<file path="src/rtl/i2c_read_target.sv">
`default_nettype none
// ============================================================================
// Module   : i2c_read_target
// Purpose  : Read-only I2C target. Acknowledges a 7-bit read address and
//            returns DATA16 high byte first. The 16-bit payload is re-latched
//            and repeated for as long as the master keeps ACKing.
// Revision : 1.0 - initial release
// ----------------------------------------------------------------------------
// Ports
//   CLK           system clock, at least 16x SCL
//   RESET_N       asynchronous active-low reset
//   SLAVE_ADDRESS [7:1] target address, [0] ignored
//   DATA16        read payload, high byte first
//   SCLI, SDAI    raw bus levels (asynchronous to CLK)
//   SDA_OE        1 = pull SDA low, 0 = release
//   BUSY          state is not IDLE
//   ADDR_HIT      one-CLK pulse on a matching read address
//   RD_DONE       one-CLK pulse when the master NACKs a data byte
//   BYTE_CNT      data bytes shifted out this transaction (saturating)
//   ST            current state code, for test
// ============================================================================
module i2c_read_target #(
  parameter int SYNC_STAGES = 2
) (
  input  logic        CLK,
  input  logic        RESET_N,
  input  logic [7:0]  SLAVE_ADDRESS,
  input  logic [15:0] DATA16,
  input  logic        SCLI,
  input  logic        SDAI,
  output logic        SDA_OE,
  output logic        BUSY,
  output logic        ADDR_HIT,
  output logic        RD_DONE,
  output logic [7:0]  BYTE_CNT,
  output logic [2:0]  ST
);

  typedef enum logic [2:0] {
    S_IDLE      = 3'd0,
    S_ADDR      = 3'd1,
    S_ADDR_ACK  = 3'd2,
    S_TX_BYTE   = 3'd3,
    S_RX_ACK    = 3'd4,
    S_WAIT_STOP = 3'd5
  } state_t;

  // Synchronizers plus one history flop per line for edge detection.
  logic [SYNC_STAGES-1:0] r_scl_sync, r_sda_sync;
  logic                   r_scl_prev, r_sda_prev;

  state_t      r_st, w_st;
  logic [3:0]  r_bit_cnt, w_bit_cnt;
  logic [6:0]  r_addr_sr, w_addr_sr;
  logic [15:0] r_tx, w_tx;
  logic        r_tx_lo, w_tx_lo;
  logic        r_sda_oe, w_sda_oe;
  logic [7:0]  r_byte_cnt, w_byte_cnt;
  logic        r_addr_hit, w_addr_hit;
  logic        r_rd_done, w_rd_done;

  logic        w_scl, w_sda;
  logic        w_scl_rise, w_scl_fall, w_start, w_stop;
  logic [7:0]  w_addr_byte;
  logic        w_tx_bit;
  logic        w_unused_addr_lsb;

  assign w_scl      = r_scl_sync[SYNC_STAGES-1];
  assign w_sda      = r_sda_sync[SYNC_STAGES-1];
  assign w_scl_rise =  w_scl & ~r_scl_prev;
  assign w_scl_fall = ~w_scl &  r_scl_prev;
  assign w_start    =  w_scl &  r_sda_prev & ~w_sda;
  assign w_stop     =  w_scl & ~r_sda_prev &  w_sda;

  // Address byte as it would look including the bit sampled this cycle.
  assign w_addr_byte = {r_addr_sr, w_sda};

  // Bit to put on the bus: r_bit_cnt counts bits already driven in the byte.
  assign w_tx_bit = r_tx[{~r_tx_lo, 3'd7 - r_bit_cnt[2:0]}];

  assign w_unused_addr_lsb = SLAVE_ADDRESS[0];

  always_ff @(posedge CLK or negedge RESET_N) begin
    if (!RESET_N) begin
      r_scl_sync <= '1;
      r_sda_sync <= '1;
      r_scl_prev <= 1'b1;
      r_sda_prev <= 1'b1;
      r_st       <= S_IDLE;
      r_bit_cnt  <= 4'd0;
      r_addr_sr  <= '1;
      r_tx       <= '1;
      r_tx_lo    <= 1'b0;
      r_sda_oe   <= 1'b0;
      r_byte_cnt <= 8'd0;
      r_addr_hit <= 1'b0;
      r_rd_done  <= 1'b0;
    end else begin
      r_scl_sync <= {r_scl_sync[SYNC_STAGES-2:0], SCLI};
      r_sda_sync <= {r_sda_sync[SYNC_STAGES-2:0], SDAI};
      r_scl_prev <= w_scl;
      r_sda_prev <= w_sda;
      r_st       <= w_st;
      r_bit_cnt  <= w_bit_cnt;
      r_addr_sr  <= w_addr_sr;
      r_tx       <= w_tx;
      r_tx_lo    <= w_tx_lo;
      r_sda_oe   <= w_sda_oe;
      r_byte_cnt <= w_byte_cnt;
      r_addr_hit <= w_addr_hit;
      r_rd_done  <= w_rd_done;
    end
  end

  always_comb begin
    w_st       = r_st;
    w_bit_cnt  = r_bit_cnt;
    w_addr_sr  = r_addr_sr;
    w_tx       = r_tx;
    w_tx_lo    = r_tx_lo;
    w_sda_oe   = r_sda_oe;
    w_byte_cnt = r_byte_cnt;
    w_addr_hit = 1'b0;
    w_rd_done  = 1'b0;

    // START/STOP outrank any SCL edge seen on the same cycle.
    if (w_start) begin
      w_st       = S_ADDR;
      w_bit_cnt  = 4'd0;
      w_byte_cnt = 8'd0;
      w_sda_oe   = 1'b0;
    end else if (w_stop) begin
      w_st     = S_IDLE;
      w_sda_oe = 1'b0;
    end else begin
      case (r_st)
        S_IDLE: begin
          w_sda_oe = 1'b0;
        end
        S_ADDR: begin
          if (w_scl_rise) begin
            w_addr_sr = w_addr_byte[6:0];
            w_bit_cnt = r_bit_cnt + 4'd1;
            if (r_bit_cnt == 4'd7) begin
              w_bit_cnt = 4'd0;
              if (w_addr_byte[0] && (w_addr_byte[7:1] == SLAVE_ADDRESS[7:1])) begin
                w_st       = S_ADDR_ACK;
                w_tx       = DATA16;
                w_tx_lo    = 1'b0;
                w_addr_hit = 1'b1;
              end else begin
                w_st = S_WAIT_STOP;
              end
            end
          end
        end
        S_ADDR_ACK: begin
          // First fall: assert ACK. Second fall: release ACK, drive data MSB.
          if (w_scl_fall) begin
            if (!r_sda_oe) begin
              w_sda_oe = 1'b1;
            end else begin
              w_st      = S_TX_BYTE;
              w_sda_oe  = ~w_tx_bit;
              w_bit_cnt = 4'd1;
            end
          end
        end
        S_TX_BYTE: begin
          if (w_scl_fall) begin
            if (r_bit_cnt == 4'd8) begin
              w_st      = S_RX_ACK;
              w_sda_oe  = 1'b0;
              w_bit_cnt = 4'd0;
              if (r_byte_cnt != 8'hFF) begin
                w_byte_cnt = r_byte_cnt + 8'd1;
              end
            end else begin
              w_sda_oe  = ~w_tx_bit;
              w_bit_cnt = r_bit_cnt + 4'd1;
            end
          end
        end
        S_RX_ACK: begin
          if (w_scl_rise) begin
            if (w_sda) begin
              w_rd_done = 1'b1;
              w_st      = S_WAIT_STOP;
            end else begin
              w_st = S_TX_BYTE;
              if (r_tx_lo) begin
                // Low byte acknowledged: refresh the payload, wrap to high byte.
                w_tx_lo = 1'b0;
                w_tx    = DATA16;
              end else begin
                w_tx_lo = 1'b1;
              end
            end
          end
        end
        S_WAIT_STOP: begin
          w_sda_oe = 1'b0;
        end
        default: begin
          w_st     = S_IDLE;
          w_sda_oe = 1'b0;
        end
      endcase
    end
  end

  assign SDA_OE   = r_sda_oe;
  assign BUSY     = (r_st != S_IDLE);
  assign ADDR_HIT = r_addr_hit;
  assign RD_DONE  = r_rd_done;
  assign BYTE_CNT = r_byte_cnt;
  assign ST       = r_st;

endmodule
`default_nettype wire

</file>
<file path="config.mk">
export PLATFORM = sky130hd
export DESIGN_NAME = i2c_read_target
export DESIGN_NICKNAME = d
export VERILOG_FILES = /design/src/rtl/i2c_read_target.sv
export SDC_FILE = /design/constraint.sdc
export NUM_CORES = 1
export LEC_CHECK = 0
export CORE_ASPECT_RATIO = 0.7
export CORE_UTILIZATION = 49
export CTS_BUF_LIST = sky130_fd_sc_hd__clkbuf_8
export CTS_CLUSTER_SIZE = 30
export DETAILED_ROUTE_END_ITERATION = 7
export PLACE_DENSITY = 0.77
export SYNTH_ARGS = -nofsm -noshare
export SYNTH_HDL_FRONTEND = slang
export SYNTH_SLANG_ARGS = --single-unit
</file>
<file path="constraint.sdc">
create_clock -name CLK -period 2.1 [get_ports CLK]
set_clock_uncertainty 0.15 [all_clocks]
set_input_delay 0.21 -clock CLK [delete_from_list [all_inputs] [get_ports CLK]]
set_output_delay 0.21 -clock CLK [all_outputs]
set_load 0.1 [all_outputs]
</file>
==> impl_metrics.sql <==
INSERT INTO impl_metrics (metric_group, metric, value, unit) VALUES
('cts', 'clock_tree.root_cell', 'sky130_fd_sc_hd__clkbuf_8', ''),
('cts', 'clk_pin_slew', '0.09', 'ns'),
('drt', 'ant_nets', '0', ''),
('logic_synthesis', 'synthesis.area', '2660', 'µm²'),
('timing', 'fin_crit', '2.03', 'ns'),
('place', 'detailedPlacementHpwl', '4370', 'µm'),
('floorplanning', 'initial_utilization', '0.508', ''),
('power', 'total_power', '3.88', 'mW'),
('floorplanning', 'vert_die_dim', '63.6', 'µm'),
('drt', 'num_vias', '2191', ''),
('power', 'share_comb_of_total_power', '0.461', ''),
('global_routing', 'grt_use_total', '0.230', ''),
('worst_setup_path', 'critical_path_arrival', '2.08', 'ns'),
('timing', 'clock.fmax', '493', 'MHz'),
('worst_setup_path', 'path_max_fanout', '4', ''),
('timing', 'worst-slew-pin-transition', '0.557', 'ns'),
('worst_setup_path', 'reg2reg_depth', '7', ''),
('drt', 'vias_per_cell', '5.55', ''),
('floorplanning', 'die-area', '5720', 'µm²'),
('power', 'clock_power_share', '0.149', ''),
('logic_synthesis', 'synth_seq_area_share', '0.466', ''),
('power', 'p_leak', '1.53', 'nW'),
('cts', 'htreeDepth', '2', ''),
('global_routing', 'grt_first_pass_wirelength', '10300', 'µm'),
('power', 'power-per-cell-area', '1060', 'nW/µm²'),
('logic_synthesis', 'register_bit_count_reported_by_yosys', '48', ''),
('global_routing', 'grt.busiest_layer', 'met2', ''),
('logic_synthesis', 'total_nets_after_synthesis', '271', ''),
('worst_setup_path', 'r2r_start', 'r_bit_cnt[0]', ''),
('drt', 'remaining_drc_errors', '0', ''),
('cts', 'numCtsBuffers', '5', ''),
('timing', 'setup_repair_after_global_routing_missed_its_margin', 'yes', ''),
('floorplanning', 'placeableCoreArea', '5230', 'µm²'),
('timing', 'totalNegativeSetupSlack', '0', 'ns'),
('logic_synthesis', 'syn_inst', '240', ''),
('power', 'pwr-share-seq', '0.390', ''),
('finish', 'area.growth.synth_to_final', '37.8', '%'),
('logic_synthesis', 'postSynthAreaPerCell', '11.1', 'µm²'),
('finish', 'final_cell_count_no_fill', '395', ''),
('status', 'result_of_the_run', 'finished clean', ''),
('place', 'dpl.cell_count', '373', ''),
('global_routing', 'gr-usage-met3', '0.0483', ''),
('timing', 'finalMaxSlewViolations', '0', ''),
('worst_setup_path', 'path_class', 'register to register', ''),
('floorplanning', 'floorplan.die.width', '90.0', 'µm'),
('power', 'intPower', '2.47', 'mW'),
('logic_synthesis', 'synth_top_flop_cell', 'sky130_fd_sc_hd__dfstp_2', ''),
('place', 'count_of_port_buffers_added_during_placement', '41', ''),
('global_routing', 'grtUsageMet1', '0.336', ''),
('worst_setup_path', 'regToRegSetupSlack', '0.07', 'ns'),
('worst_setup_path', 'setup.worst_path.end_class', 'register', ''),
('worst_hold_path', 'worst_hold_startpoint', 'SDAI', ''),
('timing', 'max-slew-margin-rel', '0.629', ''),
('drt', 'routed_wire_length_per_instance', '15.9', 'µm'),
('timing', 'min_period_over_period', '0.966', ''),
('cts', 'cts_num_sinks', '48', ''),
('worst_setup_path', 'critPathRequiredTime', '2.15', 'ns'),
('timing', 'timing.final.hold_violations', '0', ''),
('worst_hold_path', 'worstHoldPathCells', '1', ''),
('logic_synthesis', 'yosys_warnings', '0', ''),
('cts', 'number_of_buffers_on_the_longest_clock_path', '2', ''),
('logic_synthesis', 'synth_cell_type_count', '53', ''),
('finish', 'nFillCells', '385', ''),
('drt', 'drt_iter0_markers', '148', ''),
('logic_synthesis', 'asyncSetResetFlopFracSynth', '1.00', ''),
('global_routing', 'global_route_overflow', '0', ''),
('worst_setup_path', 'critical_path.startpoint_type', 'register', ''),
('floorplanning', 'boundaryPins', '43', ''),
('cts', 'clock_insertion_delay_worst_skew', '0.31', 'ns'),
('finish', 'drive_gt1_frac', '0.467', ''),
('power', 'sw_frac_of_total', '0.364', '');
[final cells by class]
class | count | area [µm²] | share of cell area
inverters | 6 | 22.5 | 0.00615
flip-flops and latches | 48 | 1260 | 0.344
multi-input cells | 176 | 1430 | 0.391
clock inverters | 1 | 8.76 | 0.00239
repair buffers | 86 | 767 | 0.210
well taps | 72 | 90.1 | 0.0246
clock buffers | 6 | 82.6 | 0.0226
[cells in the mapped netlist, types with 2 or more instances]
library cell / instances / area [µm²]
sky130_fd_sc_hd__a21oi_1: 7 / 35.0
sky130_fd_sc_hd__a22oi_1: 2 / 15.0
sky130_fd_sc_hd__a32oi_1: 2 / 17.5
sky130_fd_sc_hd__and2_1: 2 / 12.5
sky130_fd_sc_hd__buf_2: 3 / 15.0
sky130_fd_sc_hd__buf_4: 2 / 15.0
sky130_fd_sc_hd__buf_6: 2 / 22.5
sky130_fd_sc_hd__clkbuf_1: 3 / 11.3
sky130_fd_sc_hd__dfrtp_1: 19 / 475
sky130_fd_sc_hd__dfstp_2: 29 / 762
sky130_fd_sc_hd__ha_1: 3 / 37.5
sky130_fd_sc_hd__inv_1: 6 / 22.5
sky130_fd_sc_hd__mux2_1: 5 / 56.3
sky130_fd_sc_hd__mux2_2: 19 / 214
sky130_fd_sc_hd__mux4_1: 4 / 105
sky130_fd_sc_hd__nand2_1: 26 / 97.6
sky130_fd_sc_hd__nand2b_1: 7 / 43.8
sky130_fd_sc_hd__nand3_1: 7 / 35.0
sky130_fd_sc_hd__nand3b_1: 5 / 37.5
sky130_fd_sc_hd__nand4_1: 4 / 25.0
sky130_fd_sc_hd__nand4b_1: 2 / 17.5
sky130_fd_sc_hd__nor2_1: 11 / 41.3
sky130_fd_sc_hd__nor2b_1: 2 / 12.5
sky130_fd_sc_hd__nor3_1: 6 / 30.0
sky130_fd_sc_hd__nor3b_1: 2 / 15.0
sky130_fd_sc_hd__nor4_2: 2 / 25.0
sky130_fd_sc_hd__o21ai_0: 14 / 70.1
sky130_fd_sc_hd__o22ai_1: 4 / 25.0
sky130_fd_sc_hd__o31ai_1: 3 / 22.5
sky130_fd_sc_hd__or3_1: 3 / 18.8
sky130_fd_sc_hd__xnor2_1: 12 / 105
[worst max-delay path: stages (launching register included)]
cell and delay [ns]:
sky130_fd_sc_hd__dfrtp_1 0.44, sky130_fd_sc_hd__inv_2 0.09, sky130_fd_sc_hd__ha_4 0.14, sky130_fd_sc_hd__nand3b_4 0.09, sky130_fd_sc_hd__or3_4 0.42, sky130_fd_sc_hd__or4_4 0.45
sky130_fd_sc_hd__nand3_2 0.10, sky130_fd_sc_hd__o21ai_2 0.05
[worst max-delay path by stage]
stage	slack, ns	endpoint	startpoint
2_1_floorplan	-0.08	BYTE_CNT[7]	ST[0]
3_3_place_gp	-0.05	ST[1]	SLAVE_ADDRESS[7]
3_5_place_dp	-0.11	r_tx[12]	SLAVE_ADDRESS[1]
4_1_cts	0.02	BYTE_CNT[3]	r_bit_cnt[1]
5_1_grt	-0.007	r_tx[11]	r_addr_sr[5]
6_report	0.07	BYTE_CNT[7]	r_bit_cnt[0]
[per-layer routing]
layer,share of wire,wire length (µm),up-vias
li1,-,-,1040
met1,0.47,2940,1048
met2,0.45,2800,93
met3,0.073,459,10
met4,0.011,69,0
met5,0,0,-
[timing repair]
action,4_1_cts,5_1_grt
hold endpoints to repair,15,0
resized for setup,0,16
buffers inserted,2,11
hold buffers,1,0
pin swaps,0,4
endpoints found under the setup margin,1,20
cloned,0,1
[sequential cells by signal, summed over array words and instances (netlist names)]
name and cells:
ADDR_HIT 1, BYTE_CNT 8, RD_DONE 1, SDA_OE 1, ST 3, r_addr_sr 7, r_bit_cnt 4, r_scl_prev 1
r_scl_sync 2, r_sda_prev 1, r_sda_sync 2, r_tx 16, r_tx_lo 1
[stage by stage]
| stage | cell area, µm² | util | worst slack (ns) | hold WS [ns] |
|---|---|---|---|---|
| 2_1_floorplan | 2730 | - | -0.0804 | -0.236 |
| 6_report | 3660 | 0.700 | 0.0723 | 0.156 |
| 4_1_cts | 3480 | 0.665 | 0.0217 | 0.148 |
| 5_1_grt | 3660 | 0.700 | -0.00724 | 0.129 |
| 3_3_place_gp | 3350 | 0.641 | -0.0530 | 0.0725 |
| 3_5_place_dp | 3350 | 0.641 | -0.110 | 0.0766 |
[power by group through the flow]
stage          clock, mW  combinational [mW]  sequential (mW)
3_5_place_dp           0                1.58             1.53
3_3_place_gp           0                1.55             1.51
5_1_grt            0.636                1.92             1.54
6_report           0.578                1.79             1.51
4_1_cts            0.598                1.60             1.51
2_1_floorplan          0               0.985             1.57
[cells by family (layout without fill, tap and decap cells)]
| logic type | count (synthesis) | in the layout | share of synthesized area |
|---|---|---|---|
| and+or+nand+nor | 90 | 90 | 0.197 |
| muxes | 29 | 29 | 0.145 |
| AOI/OAI and AO/OA | 41 | 41 | 0.102 |
| xor gates and xnor gates | 13 | 13 | 0.0429 |
| adders and majority gates | 3 | 3 | 0.0141 |
| DFF | 48 | 48 | 0.466 |
| buffers and inverters | 16 | 99 | 0.0325 |
No activity file was read; power rests on OpenSTA's default activity.
